**src/rtl/fifo_spi_engine.sv**
```systemverilog
// fifo_spi_engine: pops 16-bit commands, runs them as SPI mode-0 byte transfers or
// control actions, and pushes captured MISO bytes to the result FIFO.
module fifo_spi_engine #(
    parameter int DIV_BITS = 8
) (
    input  logic        clock,
    input  logic        reset_n,
    input  logic [15:0] cmd_data,
    input  logic        cmd_nempty,
    output logic        cmd_pop,
    output logic [15:0] res_data,
    output logic        res_shift,
    input  logic        res_full,
    output logic        spi_sck,
    output logic        spi_mosi,
    input  logic        spi_miso,
    output logic        spi_cs_n,
    output logic        busy,
    output logic        error
);
    typedef enum logic [2:0] {S_IDLE, S_EXEC, S_SCK_LO, S_SCK_HI, S_DELAY} state_t;

    state_t                r_state, w_next;
    logic [15:0]           r_cmd, r_res_data;
    logic [DIV_BITS-1:0]   r_div, r_tick;
    logic [7:0]            r_shreg, r_dly;
    logic [2:0]            r_bit;
    logic                  r_sck, r_mosi, r_cs_n, r_err, r_res_shift;
    logic [7:0]            w_op, w_arg;
    logic                  w_start, w_tick_done, w_last;

    assign w_op        = r_cmd[15:8];
    assign w_arg       = r_cmd[7:0];
    // XFER only starts once the result FIFO has room, so its push can never be lost
    assign w_start     = (r_state == S_EXEC) && (w_op == 8'h04 || (w_op == 8'h03 && !res_full));
    assign w_tick_done = (r_tick == '0);
    assign w_last      = (r_bit == 3'd7);

    // gated by reset so a held reset never drains the command FIFO
    assign cmd_pop   = reset_n && (r_state == S_IDLE) && cmd_nempty;
    assign busy      = (r_state != S_IDLE);
    assign res_data  = r_res_data;
    assign res_shift = r_res_shift;
    assign spi_sck   = r_sck;
    assign spi_mosi  = r_mosi;
    assign spi_cs_n  = r_cs_n;
    assign error     = r_err;

    always_ff @(posedge clock or negedge reset_n) begin
        if (!reset_n) r_state <= S_IDLE;
        else          r_state <= w_next;
    end

    always_comb begin
        w_next = r_state;
        case (r_state)
            S_IDLE:   w_next = cmd_nempty ? S_EXEC : S_IDLE;
            S_EXEC:   w_next = w_start ? S_SCK_LO :
                               (w_op == 8'h03) ? S_EXEC :
                               (w_op == 8'h06 && w_arg != 8'd0) ? S_DELAY : S_IDLE;
            S_SCK_LO: w_next = w_tick_done ? S_SCK_HI : S_SCK_LO;
            S_SCK_HI: w_next = !w_tick_done ? S_SCK_HI : w_last ? S_IDLE : S_SCK_LO;
            S_DELAY:  w_next = (r_dly == 8'd1) ? S_IDLE : S_DELAY;
            default:  w_next = S_IDLE;
        endcase
    end

    always_ff @(posedge clock or negedge reset_n) begin
        if (!reset_n) begin
            r_cmd       <= '0;
            r_div       <= '0;
            r_tick      <= '0;
            r_shreg     <= '0;
            r_dly       <= '0;
            r_bit       <= '0;
            r_sck       <= 1'b0;
            r_mosi      <= 1'b0;
            r_cs_n      <= 1'b1;
            r_err       <= 1'b0;
            r_res_shift <= 1'b0;
            r_res_data  <= '0;
        end else begin
            r_res_shift <= 1'b0;
            case (r_state)
                S_IDLE: if (cmd_nempty) r_cmd <= cmd_data;
                S_EXEC: begin
                    case (w_op)
                        8'h00, 8'h03, 8'h04: ;
                        8'h01:   r_cs_n <= 1'b0;
                        8'h02:   r_cs_n <= 1'b1;
                        8'h05:   r_div  <= DIV_BITS'(w_arg);
                        8'h06:   r_dly  <= w_arg;
                        default: r_err  <= 1'b1;
                    endcase
                    if (w_start) begin
                        r_shreg <= w_arg;
                        r_mosi  <= w_arg[7];
                        r_bit   <= '0;
                        r_tick  <= r_div;
                    end
                end
                S_SCK_LO: begin
                    if (w_tick_done) begin
                        r_sck   <= 1'b1;
                        r_shreg <= {r_shreg[6:0], spi_miso};
                        r_tick  <= r_div;
                    end else begin
                        r_tick  <= r_tick - DIV_BITS'(1);
                    end
                end
                S_SCK_HI: begin
                    if (w_tick_done) begin
                        r_sck <= 1'b0;
                        if (w_last) begin
                            if (w_op == 8'h03) begin
                                r_res_shift <= 1'b1;
                                r_res_data  <= {8'h03, r_shreg};
                            end
                        end else begin
                            // shreg already holds the next outgoing bit in its MSB
                            r_mosi <= r_shreg[7];
                            r_bit  <= r_bit + 3'd1;
                            r_tick <= r_div;
                        end
                    end else begin
                        r_tick <= r_tick - DIV_BITS'(1);
                    end
                end
                S_DELAY: r_dly <= r_dly - 8'd1;
                default: ;
            endcase
        end
    end
endmodule

```
**config.mk**
```make
export PLATFORM = sky130hd
export DESIGN_NAME = fifo_spi_engine
export DESIGN_NICKNAME = d
export VERILOG_FILES = /design/src/rtl/fifo_spi_engine.sv
export SDC_FILE = /design/constraint.sdc
export NUM_CORES = 1
export LEC_CHECK = 0
export CAP_MARGIN = 20
export CORE_UTILIZATION = 59
export DETAILED_ROUTE_END_ITERATION = 10
export PLACE_DENSITY = 0.84
export SETUP_SLACK_MARGIN = 0.02
export SYNTH_ARGS = -nofsm -noshare
export SYNTH_HDL_FRONTEND = slang
export SYNTH_SLANG_ARGS = --single-unit
export TNS_END_PERCENT = 10
```
**constraint.sdc**
```tcl
create_clock -name clock -period 5.1 [get_ports clock]
set_input_delay 1.275 -clock clock [delete_from_list [all_inputs] [get_ports clock]]
set_output_delay 1.275 -clock clock [all_outputs]
set_load 0.005 [all_outputs]
```
# == Yosys cells after proc, flatten, opt, wreduce, memory -nomap -nowiden ==
# Index checks and enable logic that the tools add are counted.
# word_totals
register_bits,68
wordCells,99
# classes
addsub,3
eq_ne,18
n_mux,35
bitwise,1
n_reduce_logical,29
# ops
op,count
two-way mux 8 bit,7
one-hot mux 8 bit (2 select lines),2
"equality test 8 x 3 -> 1 bit, second input constant",3
one-hot mux 8 bit (3 select lines),1
two-way mux 3 bit,7
"equality test 8 x 1 -> 1 bit, second input constant",2
"equality test 8 x 2 -> 1 bit, second input constant",2
zero test 8 bit,2
"subtractor 8 x 1 -> 8 bit, second input constant",2
one-hot mux 3 bit (5 select lines),1
two-way mux 1 bit,11
AND reduction 2 bit,5
nonzero test 2 bit,5
AND reduction 3 bit,3
"!= test 2 bit, second input constant",4
AND reduction 4 bit,2
nonzero test 8 bit,1
OR reduction 7 bit,1
"equality test 3 x 2 -> 1 bit, second input constant",2
"equality test 3 bit, second input constant",2
one-hot mux 1 bit (2 select lines),3
one-hot mux 3 bit (2 select lines),1
nonzero test 3 bit,2
logical AND 1 bit,5
other kinds (9),10

# == Depth between registers and ports, before layout ==
# logic_depth
ltp_word,6
ltp_mapped,7
mapped_depth_nobuf,7

# == Worst setup path after synthesis ==
# Ideal clock, no wire load.
# synth_path
path_kind,input-to-output
start,input reset_n
end,output cmd_pop
arrival_ns,1.427
required_time_ns,3.825
setup_slack_ns,2.398
path_stages,1
path_buffers,0
cell_sequence,and3_1
# synth_via
elab_chain_cells,2
# synth_rtl
element,line_no,rtl
from (decl),7,"input logic reset_n,"
logical AND 1 bit (2 in a row),40,assign cmd_pop = reset_n && (r_state == S_IDLE) && cmd_nempty;
to (decl),10,"output logic cmd_pop,"
# No other way between the ends.

# == Worst setup path in the final report ==
# layout_path
start,input cmd_nempty
end,output cmd_pop
# layout_via
elab_chain_cells,1
# layout_rtl
element,line_no,rtl
from (decl),9,"input logic cmd_nempty,"
logical AND 1 bit,40,
# No other way between the ends.

==> impl_metrics.tcl <==
set metrics [dict create \
    cpMaxStageDelayCell "clkdlybuf4s50_1" \
    wire_per_inst_microns 18.01 \
    tightest_slew_ns 1.048 \
    postCtsHoldBufs 0 \
    n_antenna_cell 0 \
    synth.most_common_cell "dfrtp_1" \
    wl_microns 7312 \
    start_kind "input pin" \
    synthMuxAreaShare 0.1877 \
    r2r_slack_ns 2.21 \
    yosys.area_share.simple 0.1325 \
    arrival_ns 2.38 \
    place_hpwl_microns 4890 \
    leakagePower_nw 1.821 \
    skew_ns 0.009896 \
    post_cts_buffers 0 \
    clkTransAtPathRegs_ns 0.07 \
    worstPathRequired_ns 3.83 \
    min_period_over_period 0.7165 \
    post_cts_resized 0 \
    pin_count 44 \
    htreeDepth 3 \
    antenna_found_initial 0 \
    clk_latency_ns 0.36 \
    hold_violations 0 \
    finalCriticalPeriod_ns 3.654 \
    synth-edff-count 0 \
    die_width_microns 78.44 \
    crit_chain "clkdlybuf4s50_1 > and3_1 > clkdlybuf4s50_1" \
    gp_congestion 0.9110 \
    totalPowerFinal_mw 1.040 \
    end_kind "output pin" \
    setup_tns_ns 0 \
    cts_root_buf "clkbuf_8" \
    slew-limit-headroom 0.2946 \
    fmax_ghz 0.2736 \
    drt_iter0_drc 181 \
    synthTopCellsByCount "dfrtp_1 (67), mux2_2 (45)" \
    worstReg2RegStart "r_tick[0]" \
    avgViaCountPerCell 6.202 \
    maxCapViolCount 0 \
    cp_slowest_stage_delay_ns 0.50 \
    critPathLaunch "cmd_nempty" \
    ant_nets 0 \
    yosys-top-cells-area "dfrtp_1 (49%), mux2_2 (15%), mux2_4 (3.5%), ha_1 (2.2%), nand3_1 (1.7%)" \
    rows 27 \
    synth_ff_type "dfrtp_1" \
    ctsLongestPathBuffers 2 \
    track_usage 0.2622 \
    synth_seq_cells 68 \
    initial_core_util 0.6184 \
    synth-xor-area-share 0.002541 \
    grt.overflow.total 0 \
    synth_area_sq_um 3447 \
    ir_drop_v 0.0002279 \
    pwr_density_cell_nw_per_um2 257.9 \
    synth_top_area_frac 0.4864 \
    grt_pass1_vias 2436 \
    ys_seq_area_frac 0.4940 \
    hold_path.class "flop to flop" \
    worstSetupPathType "input pin to output pin" \
    core_area_sq_um 5574 \
    drc 0 \
    fp.dieH_microns 78.44 \
    worst_r2r_path_depth 6 \
    cts.sinks 68 \
    rsz0062_at_grt "false" \
    final_max_slew_viol_count 0 \
    dr_total_vias 2518 \
    ys_types 56 \
    synthesis.instances 296 \
    ys_async_sr_fraction 1.000 \
    synth_adder_area_share 0.02178 \
    cp-endpoint "cmd_pop" \
    synth_top_family_by_area "multiplexers" \
    nNetsFinal 357 \
    die_area_sq_um 6152 \
    synth_top_area_cell "dfrtp_1" \
    setup_viol 0 \
    drive_gt1_frac 0.2395 \
    first_pass_iters 6 \
    cts_tree "built" \
    outcome "finished, final reports clean" \
    grt_pass1_wl_microns 12090 \
    synth_compound_area_frac 0.1187 \
    r2r_end "res_data[2]" \
    cts_buffers 9 \
    grt_start_max_net_pins 69 \
    path_max_fanout 2 \
    port_buffers 37 \
    area_growth_pct 16.99 \
    synth_warnings 0 \
    crit_top_cell "clkdlybuf4s50_1" \
    syn_area_per_cell_sq_um 11.65 \
]
worst max-delay path, delay by kind of cell:
family	cells	cell delay, ns
buffers and inverters	2	0.96
and+or+nand+nor	1	0.14
area by class of cell:
cell class / count / area (sq um)
well taps: 72 / 90.09
clock buffers: 12 / 165.2
repair buffers: 39 / 380.4
inverters: 8 / 30.03
fillers: 397 / 1541
flip-flops and latches: 68 / 1703
multi-input cells: 204 / 1619
clock inverters: 3 / 45.04
worst min path at each step:
stage	slack [ns]	from	depth (start not counted)	to
after global placement	0.47	res_data[8]	1	res_data[8]
after CTS	0.50	error	1	error
final	0.49	error	1	error
after detailed placement	0.48	error	1	error
after global routing	0.52	error	1	error
after floorplan	0.47	error	1	error
cell families after synthesis:
logic type / Yosys count
XOR/XNOR: 1
multiplexers: 55
buffers and inverters: 29
flip-flops: 68
AND/OR/NAND/NOR: 79
AO/OA/AOI/OAI: 57
adder cells (fa/ha/maj): 6
other: 1
per-layer routing:
layer | track usage | wire (microns) | vias to the layer above
met3 | 0.04302 | 343 | 15
met2 | 0.4044 | 3590 | 84
met1 | 0.3557 | 3191 | 1259
met4 | 0.1426 | 185 | 0
li1 | - | - | 1160
met5 | 0 | 0 | -
per-stage QoR:
stage                     cell area [sq um]    util  std cells  setup slack [ns]  hold WS [ns]
final                                  4033  0.7235        406             1.446        0.4940
after global routing                   4033  0.7235        406             1.414        0.5179
after CTS                              4033  0.7235        406             1.436        0.4989
after detailed placement               3822  0.6857        391             1.445        0.4785
after global placement                 3822  0.6857        391             1.462        0.4741
after floorplan                        3466       -        301             2.398        0.4678
power by group:
part	total [mW]	internal, mW	switching, mW
combinational	0.0274	0.0138	0.0137
sequential	0.539	0.539	0
clock	0.474	0.263	0.210
placed cells by master (no fill, tap or decap), drive strengths merged, types with 4 or more instances in the layout:
master | Yosys | layout
nor4 | 7 | 7
a211oi | 5 | 5
clkdlybuf4s50 | 0 | 36
mux2 | 53 | 53
dfrtp | 67 | 67
a21oi | 11 | 11
and3 | 4 | 4
o211ai | 4 | 4
nand3 | 12 | 12
conb | 1 | 6
inv | 8 | 8
ha | 6 | 6
o31ai | 4 | 4
o21ai | 9 | 9
nor3 | 10 | 10
clkbuf | 12 | 12
nor2 | 12 | 12
nand2 | 12 | 12
state kept, by name, summed over array words and instances (netlist names):
name and cells:
error 1, r_shreg 8, r_state 3, res_data 9, r_tick 8, r_cmd 16
r_dly 8, spi_cs_n 1, res_shift 1, spi_mosi 1, spi_sck 1, r_div 8
r_bit 3
Note: power is estimated with default switching activity, not from simulation.
